File: src/rtl/fpu_add_sub.sv
// fpu_add_sub: multi-cycle IEEE-754 single add/sub, RNE rounding, denormals flushed to zero.
module fpu_add_sub #(
  parameter logic [31:0] QNAN = 32'h7FC0_0000,
  parameter bit FLUSH_DENORM = 1'b1
) (
  input  logic        clk,
  input  logic        reset,
  input  logic        start,
  input  logic        op_sub,
  input  logic [31:0] operandA,
  input  logic [31:0] operandB,
  output logic [31:0] result,
  output logic        busy,
  output logic        done,
  output logic        overflow,
  output logic        underflow,
  output logic        invalid
);
  typedef enum logic [2:0] {IDLE, ALIGN, ADD, NORM, ROUND, DONE} state_t;
  state_t state_q, state_d;
  logic [31:0] a_q, b_q;
  logic op_q, sgn_q, ssm_q, zero_q;
  logic signed [9:0] exp_q, exp_n, re;
  logic [26:0] mb_q, ms_q, nm_q, nm_d, m_big, m_sml, mask, sh;
  logic [27:0] sum_q;
  logic [7:0] ea, eb, diff;
  logic [22:0] fa, fb, frac;
  logic [30:0] big, sml;
  logic [24:0] rm;
  logic [4:0] lz;
  logic sbe, swap, inc, nan_a, nan_b, inf_a, inf_b, inv, fin, ovf_d, unf_d;
  logic [31:0] res_d;
  assign busy = state_q inside {ALIGN, ADD, NORM, ROUND};
  assign done = state_q == DONE;
  always_comb begin
    state_d = state_q;
    case (state_q)
      IDLE, DONE: state_d = start ? ALIGN : IDLE;
      ALIGN:      state_d = ADD;
      ADD:        state_d = NORM;
      NORM:       state_d = ROUND;
      ROUND:      state_d = DONE;
      default:    state_d = IDLE;
    endcase
  end
  // Alignment: order by magnitude, shift the smaller significand keeping G/R/S.
  always_comb begin
    ea = a_q[30:23];
    eb = b_q[30:23];
    fa = (FLUSH_DENORM && ea == 8'd0) ? 23'd0 : a_q[22:0];
    fb = (FLUSH_DENORM && eb == 8'd0) ? 23'd0 : b_q[22:0];
    sbe = b_q[31] ^ op_q;
    swap = {eb, fb} > {ea, fa};
    big = swap ? {eb, fb} : {ea, fa};
    sml = swap ? {ea, fa} : {eb, fb};
    m_big = {|big[30:23], big[22:0], 3'b000};
    m_sml = {|sml[30:23], sml[22:0], 3'b000};
    diff = big[30:23] - sml[30:23];
    mask = ~(27'h7FF_FFFF << diff);
    sh = diff > 8'd26 ? {26'd0, |m_sml} : (m_sml >> diff) | {26'd0, |(m_sml & mask)};
  end
  always_comb begin
    lz = 5'd27;
    for (int i = 0; i < 27; i++) lz = sum_q[i] ? 5'(26 - i) : lz;
    nm_d = sum_q[27] ? {sum_q[27:2], sum_q[1] | sum_q[0]} : sum_q[26:0] << lz;
    exp_n = sum_q[27] ? exp_q + 10'sd1 : exp_q - $signed({5'd0, lz});
  end
  always_comb begin
    inc = nm_q[2] & (nm_q[1] | nm_q[0] | nm_q[3]);
    rm = {1'b0, nm_q[26:3]} + {24'd0, inc};
    re = rm[24] ? exp_q + 10'sd1 : exp_q;
    frac = rm[24] ? rm[23:1] : rm[22:0];
    nan_a = ea == 8'hFF && a_q[22:0] != 23'd0;
    nan_b = eb == 8'hFF && b_q[22:0] != 23'd0;
    inf_a = ea == 8'hFF && a_q[22:0] == 23'd0;
    inf_b = eb == 8'hFF && b_q[22:0] == 23'd0;
    inv = nan_a | nan_b | (inf_a & inf_b & (a_q[31] != sbe));
    fin = !(inv | inf_a | inf_b | zero_q);
    ovf_d = fin && re >= 10'sd255;
    unf_d = fin && re <= 10'sd0;
    res_d = inv ? QNAN : inf_a ? a_q : inf_b ? {sbe, 8'hFF, 23'd0} :
            zero_q ? {sgn_q & ssm_q, 31'd0} : ovf_d ? {sgn_q, 8'hFF, 23'd0} :
            unf_d ? {sgn_q, 31'd0} : {sgn_q, re[7:0], frac};
  end
  always_ff @(posedge clk or posedge reset)
    if (reset) begin
      state_q <= IDLE;
      a_q <= '0;
      b_q <= '0;
      op_q <= 1'b0;
      sgn_q <= 1'b0;
      ssm_q <= 1'b0;
      zero_q <= 1'b0;
      exp_q <= '0;
      mb_q <= '0;
      ms_q <= '0;
      sum_q <= '0;
      nm_q <= '0;
      result <= '0;
      overflow <= 1'b0;
      underflow <= 1'b0;
      invalid <= 1'b0;
    end else begin
      state_q <= state_d;
      if (start && !busy) begin
        a_q <= operandA;
        b_q <= operandB;
        op_q <= op_sub;
      end
      if (state_q == ALIGN) begin
        sgn_q <= swap ? sbe : a_q[31];
        ssm_q <= swap ? a_q[31] : sbe;
        exp_q <= {2'b00, big[30:23]};
        mb_q <= m_big;
        ms_q <= sh;
      end
      if (state_q == ADD)
        sum_q <= (sgn_q ^ ssm_q) ? {1'b0, mb_q} - {1'b0, ms_q} : {1'b0, mb_q} + {1'b0, ms_q};
      if (state_q == NORM) begin
        nm_q <= nm_d;
        exp_q <= exp_n;
        zero_q <= sum_q == 28'd0;
      end
      if (state_q == ROUND) begin
        result <= res_d;
        overflow <= ovf_d;
        underflow <= unf_d;
        invalid <= inv;
      end
    end
endmodule

File: config.mk
export PLATFORM = sky130hd
export DESIGN_NAME = fpu_add_sub
export DESIGN_NICKNAME = d
export VERILOG_FILES = /design/src/rtl/fpu_add_sub.sv
export SDC_FILE = /design/constraint.sdc
export NUM_CORES = 1
export LEC_CHECK = 0
export ABC_AREA = 1
export ABC_CLOCK_PERIOD_IN_PS = 7700
export CAP_MARGIN = 5
export CORE_MARGIN = 1.5
export CORE_UTILIZATION = 60
export CTS_CLUSTER_SIZE = 40
export DETAILED_ROUTE_END_ITERATION = 8
export PLACE_DENSITY = 0.8
export SETUP_SLACK_MARGIN = 0.15
export SKIP_LAST_GASP = 1
export SYNTH_ARGS = -nofsm -noshare
export SYNTH_HDL_FRONTEND = slang
export SYNTH_SLANG_ARGS = --single-unit
export TNS_END_PERCENT = 50
File: constraint.sdc
create_clock -name clk -period 7.7 [get_ports clk]
set_input_delay 1.155 -clock clk [delete_from_list [all_inputs] [get_ports clk]]
set_output_delay 1.155 -clock clk [all_outputs]
set_load 0.01 [all_outputs]
======== After elaboration in Yosys (flattened, before gate mapping) ========
Index checks and enable logic that the tools add are counted.
word-level totals
  register bits ........................... 222
  input port bits ......................... 68
  output and inout port bits .............. 37
  logic and storage cells ................. 127
operators by class
  add/subtract/negate cells ............... 6
  $lt $le $gt $ge ......................... 4
  equal/unequal tests ..................... 8
  shifts and indexed selects .............. 3
  multiplexer cells ....................... 49
  bitwise logic cells ..................... 17
  reduce and logical (&&, ||, !) cells .... 24
operators by type and width
  kind                                                                 number
  32-bit two-way mux                                                   4
  31-bit two-way mux                                                   4
  5-bit two-way mux                                                    16
  23-bit two-way mux                                                   3
  27-bit two-way mux                                                   2
  23-bit zero test                                                     2
  23-bit nonzero test                                                  2
  10-bit two-way mux                                                   4
  4-bit two-way mux                                                    8
  31-bit greater-than comparator                                       1
  31-bit OR reduction                                                  1
  27-bit by 27-bit adder with 28-bit output                            1
  28-bit zero test                                                     1
  28-bit two-way mux                                                   1
  27-bit by 27-bit subtractor with 28-bit output                       1
  27-bit AND                                                           1
  27-bit NOT                                                           1
  27-bit by 1-bit bitwise OR with 27-bit output                        1
  27-bit OR reduction                                                  1
  27-bit by 5-bit << shifter with 27-bit output                        1
  27-bit by 8-bit << shifter with 27-bit output, first input constant  1
  27-bit by 8-bit >> shifter with 27-bit output                        1
  24-bit by 1-bit adder with 25-bit output                             1
  8-bit == test, second input constant                                 2
  other kinds (24)                                                     50

======== Logic depth before layout (Yosys ltp) ========
  depth in word-level cells ............... 30
  mapped depth ............................ 44
  gate-level depth less buffers ........... 43

======== Least setup slack after synthesis ========
OpenSTA, ideal clock, no wires.
  kind .................................... register to register
  start point ............................. register b_q[29]
  end point ............................... register ms_q[0]
  library setup time ...................... 0.117 ns
  arrival ................................. 3.991 ns
  data required time ...................... 7.583 ns
  path slack .............................. 3.592 ns
  cell stages (with the launch flop) ...... 36
  path buffers ............................ 4
  period minus slack after synthesis ...... 4.108 ns
  path through ............................ dfrtp_1 -> inv_1 -> nand4_1 -> nor2_1 -> clkbuf_1 -> nor2_1 -> ha_1 -> nand4_1 -> nor3_1 -> nand4_1 -> buf_2 -> nand3_1 -> nand2_1 -> nand2_1 -> ha_1 -> inv_1 -> nand2_1 -> nand2_1 -> nand3_1 -> nand2_1 -> nand2_1 -> buf_4 -> inv_2 -> buf_2 -> nand2_1 -> nand3_1 -> nand2_1 -> nand2_1 -> nor2_1 -> nand2_1 -> nor2_1 -> nand2_1 -> nor2_1 -> nand2_1 -> nand2_1 -> nand2_1
between the ends
  longest elaborated chain between the ends .. 11
  elaborated cells on any way between the ends .. 16
  classes of those cells .................. 1 x add/sub; 2 x order compare; 2 x shift; 4 x mux; 3 x bitwise; 4 x reduce/logical
ends and longest elaborated chain
  what                                           line    RTL
  from (decl)                                    21      logic [31:0] a_q, b_q;
  from (signal assigned)                         107     b_q <= operandB;
  8-bit zero test                                51      fb = (FLUSH_DENORM && eb == 8'd0) ? 23'd0 : b_q[22:0];
  23-bit two-way mux                             51
  31-bit greater-than comparator                 53      swap = {eb, fb} > {ea, fa};
  31-bit two-way mux (on tied branches)          54, 55
  8-bit subtractor                               58      diff = big[30:23] - sml[30:23];
  27-bit by 8-bit << shifter with 27-bit output  59      mask = ~(27'h7FF_FFFF << diff);
  27-bit NOT                                     59
  27-bit AND                                     60      sh = diff > 8'd26 ? {26'd0, |m_sml} : (m_sml >> diff) | {26'd0, |(m_sml & mask)};
  27-bit OR reduction                            60
  27-bit by 1-bit bitwise OR with 27-bit output  60
  27-bit two-way mux (*)                         60
  to (signal assigned)                           115     ms_q <= sh;
  to (decl)                                      24      logic [26:0] mb_q, ms_q, nm_q, nm_d, m_big, m_sml, mask, sh;
Every way passes the cells marked *; elsewhere a longest branch is shown, timed or not.
A chain may end at the register's enable or synchronous reset.

======== Worst setup path in the final report ========
  start point ............................. register a_q[26]
  end point ............................... register ms_q[15]
between the ends
  longest elaborated chain between the ends .. 8
  elaborated cells on any way between the ends .. 11
  classes of those cells .................. 1 x add/sub; 2 x order compare; 1 x shift; 4 x mux; 1 x bitwise; 2 x reduce/logical
ends and longest elaborated chain
  what                                                    line    RTL
  from (decl)                                             21
  from (signal assigned)                                  106     a_q <= operandA;
  8-bit zero test                                         50      fa = (FLUSH_DENORM && ea == 8'd0) ? 23'd0 : a_q[22:0];
  23-bit two-way mux                                      50
  31-bit greater-than comparator                          53
  31-bit two-way mux (on tied branches)                   54, 55
  8-bit subtractor or 8-bit OR reduction (tied branches)  58, 57
  27-bit by 8-bit >> shifter with 27-bit output           60
  27-bit by 1-bit bitwise OR with 27-bit output           60
  27-bit two-way mux (*)                                  60
Marks and branches as above.

==> impl_results.md <==
- DPL Wire Length: 46,380 µm
- First-pass GRT wire length: 97,540 µm
- Ant diodes: 0
- Synthesized cell area: 17,680 µm²
- MaxCap Viol Count: 0
- Largest family of logic cells by synthesized area: simple AND/OR/NAND/NOR gates
- CP max-delay cell: nand4_1
- Setup TNS: 0 ps
- Critical path type: flip-flop to flip-flop
- Pre-antenna DRT Iters: 6
- Met1 Usage GRT: 50.87%
- Worst setup SP type: flip-flop
- Post_cts resized: 0
- Area growth syn-to-layout: 12.23%
- Layout cells sized above 1: 4.635%
- Nets: 2,879
- Yosys warns: 0
- Mux cell area share after synthesis: 0.6934%
- Final WL: 61,900 µm
- Clock latency on the worst-skew pair: 560 ps
- GPL Wtd Cong: 0.9884
- Worst Skew: 15.46 ps
- Reg2reg start: a_q[26]
- Grt total ovfl: 0
- Inst Count DP: 3,076
- Vias in the first global route: 18,340
- Cell family with most CP delay: simple AND/OR/NAND/NOR gates
- Largest net degree at the start of global routing: 119
- Outcome: complete, no violations
- Synth Area in XOR/XNOR: 2.526%
- TritonCTS Buffers: 26
- Die Wd: 174.7 µm
- Initial core utilization: 61.28%
- Tmin final: 6124 ps
- Hold depth: 2
- Post-synthesis compound-gate area fraction: 17.26%
- Main synth FF type: dfrtp_1
- Syn_nets: 2,852
- Final Hold Fails: 0
- Crit-path max FO: 27
- Async SR Flop Fraction: 100.0%
- Simple-Gate Fraction of Synth Area: 31.92%
- R2R depth: 30
- Sequential-to-total area share from yosys stat: 31.42%
- Core box area: 28,860 µm²
- Slew HR: 27.96%
- Final hold slack: 480.7 ps
- Worst-path clk slew: 60 ps
- DIE AREA: 30,510 µm²
- DRC Markers: 0
- Hold wc startpoint: result[15]
- Met2 Usage GRT: 64.77%
- Initial drt markers: 2,143
- Final std cells w/o fill: 3,124
- Sink Count: 222
- Synth unique cells: 55
- Postcts setup bufs: 0
- Hold_buf cts: 0
- Min-Delay Endpoint: result[15]
- Total track usage: 40.37%
- Worst path depth: 30
- PortBufs: 104
- Row cnt: 62
- CP dominant cell by count: nand2_1
- Antenna Nets Post-Route: 0
- Final setup viols: 0
- Syn_area_per_cell: 6.566 µm²
- Initial antenna violation count: 1
- IO Count: 105
- Max-slew violation total from the final report: 0
- Fmax: 163.3 MHz
- RSZ-0062 raised after global routing: false
- Adder-cell share of the synthesized area: 6.524%
- Vias: 19,160
- CTS Root Cell: clkbuf_16
- WP data required: 8160 ps
- CP bufs+invs: 6
- Die Ht: 174.7 µm
- CP arrival: 6590 ps
- CTS tree: built
- Clock buffer depth: 3
- Average via count per standard cell: 6.134
- Post-Synthesis Cells: 2,693
- R2r setup slk: 1580 ps
- Critical path's largest stage delay: 610 ps
- GRT busiest layer: met2
- EDFF count, synth: 0
- Fin crit share: 79.54%
- Crit end category: flip-flop
- Register bit count reported by yosys: 222
- Hold WC Path Type: flip-flop to flip-flop
- FF-to-FF End: ms_q[15]
- Slew @ Worst Pin: 1081 ps
- Mean routed wirelength per cell: 19.81 µm
- M3 GR Usage: 5.701%
- H-tree levels: 1
-- logic make-up after synthesis --
family          Yosys count
xor+xnor                 51
compound gates          556
fa+ha+maj                91
mux                      11
buf+inv                 441
flops                   222
simple gates           1321
-- how the worst max path moves through the flow --
| stage | end | from |
|---|---|---|
| 5_1_grt | ms_q[0] | a_q[26] |
| 2_1_floorplan | a_q[0] | reset |
| 4_1_cts | ms_q[15] | a_q[26] |
| 3_3_place_gp | ms_q[0] | a_q[26] |
| 3_5_place_dp | ms_q[14] | a_q[23] |
| 6_report | ms_q[15] | a_q[26] |
-- worst register-to-register path: cells and delay by family, from the launching register on --
kind                       cells  cell delay (ps)
and+or+nand+nor               19             3710
DFF                            1              350
adders and majority gates      2              520
AOI/OAI and AO/OA              3              510
buffers and inverters          6              960
-- cells in the mapped netlist, types with 3 or more instances --
cell       count  area (µm²)
nand2_1      675        2534
inv_1        294        1104
nand3_1      290        1451
nor2_1       235       882.1
o21ai_0      227        1136
dfrtp_1      222        5555
a21oi_1      208        1041
clkbuf_1      98       367.9
ha_1          89        1114
nand4_1       61       381.6
xor2_1        42       367.9
o21ai_1       21       105.1
buf_1         20       75.07
nor3_1        20       100.1
o211ai_1      18       135.1
o22ai_1       13       81.33
inv_2         12       45.04
nor4_1        11       68.82
mux2_2        10       112.6
buf_2          9       45.04
nand2_2        9       56.30
xnor2_1        9       78.83
a21boi_0       8       60.06
a22oi_1        7       52.55
o221ai_1       7       61.31
o31ai_1        7       52.55
a31oi_1        6       37.54
a32o_1         6       60.06
o21a_1         6       45.04
buf_6          5       56.30
o21bai_1       5       37.54
nor2_2         3       18.77
nor2_4         3       33.78
o2111ai_1      3       26.28
-- final cells by class --
cell class	instances	area, µm²
timing repair buffer	132	1251
clock inverter	16	221.5
multi-input combinational	2030	10440
fill	2470	9011
clock buffer	32	734.5
inverter	308	1164
sequential	222	5555
tap	384	480.5
-- cell usage in the layout, fill, tap and decap left out, types with 4 or more instances in the layout --
cell,n
a21boi_0,8
a21oi_1,208
a22oi_1,7
a31oi_1,6
a32o_1,6
buf_4,28
bufinv_16,5
clkbuf_16,27
clkbuf_8,4
clkdlybuf4s50_1,104
clkinv_2,6
dfrtp_1,222
ha_1,89
inv_1,292
inv_2,12
mux2_2,10
nand2_1,675
nand2_2,9
nand3_1,289
nand4_1,61
nor2_1,234
nor2_2,4
nor3_1,19
nor4_1,11
o211ai_1,18
o21a_1,6
o21ai_0,227
o21ai_1,21
o21bai_1,5
o221ai_1,7
o22ai_1,13
o31ai_1,7
xnor2_1,9
xor2_1,42
-- flip-flops by register name, summed over array words and instances (netlist names) --
name	count
sgn_q	1
mb_q	24
op_q	1
a_q	32
ms_q	27
exp_q	10
zero_q	1
nm_q	27
ssm_q	1
state_q	3
result	32
underflow	1
overflow	1
b_q	32
sum_q	28
invalid	1
-- layer usage --
metal | share of wire [%] | vias to the layer above
li1 | - | 8989
met1 | 39 | 8810
met2 | 45 | 1107
met3 | 8.8 | 255
met4 | 7.9 | 2
met5 | 0.021 | -
-- metrics by stage --
stage / instance area (µm²) / worst slack (ps) / utilization, %
global route: 19850 / 1022 / 68.77
CTS: 19850 / 1728 / 68.77
finish: 19850 / 1576 / 68.77
global placement: 18890 / 1969 / 65.46
floorplan: 17680 / 467.2 / -
detailed placement: 18890 / 1812 / 65.46
Power is left out: the tool's default activity adds up to more than one toggle a clock period on the data nets, which glitch-free logic cannot reach.
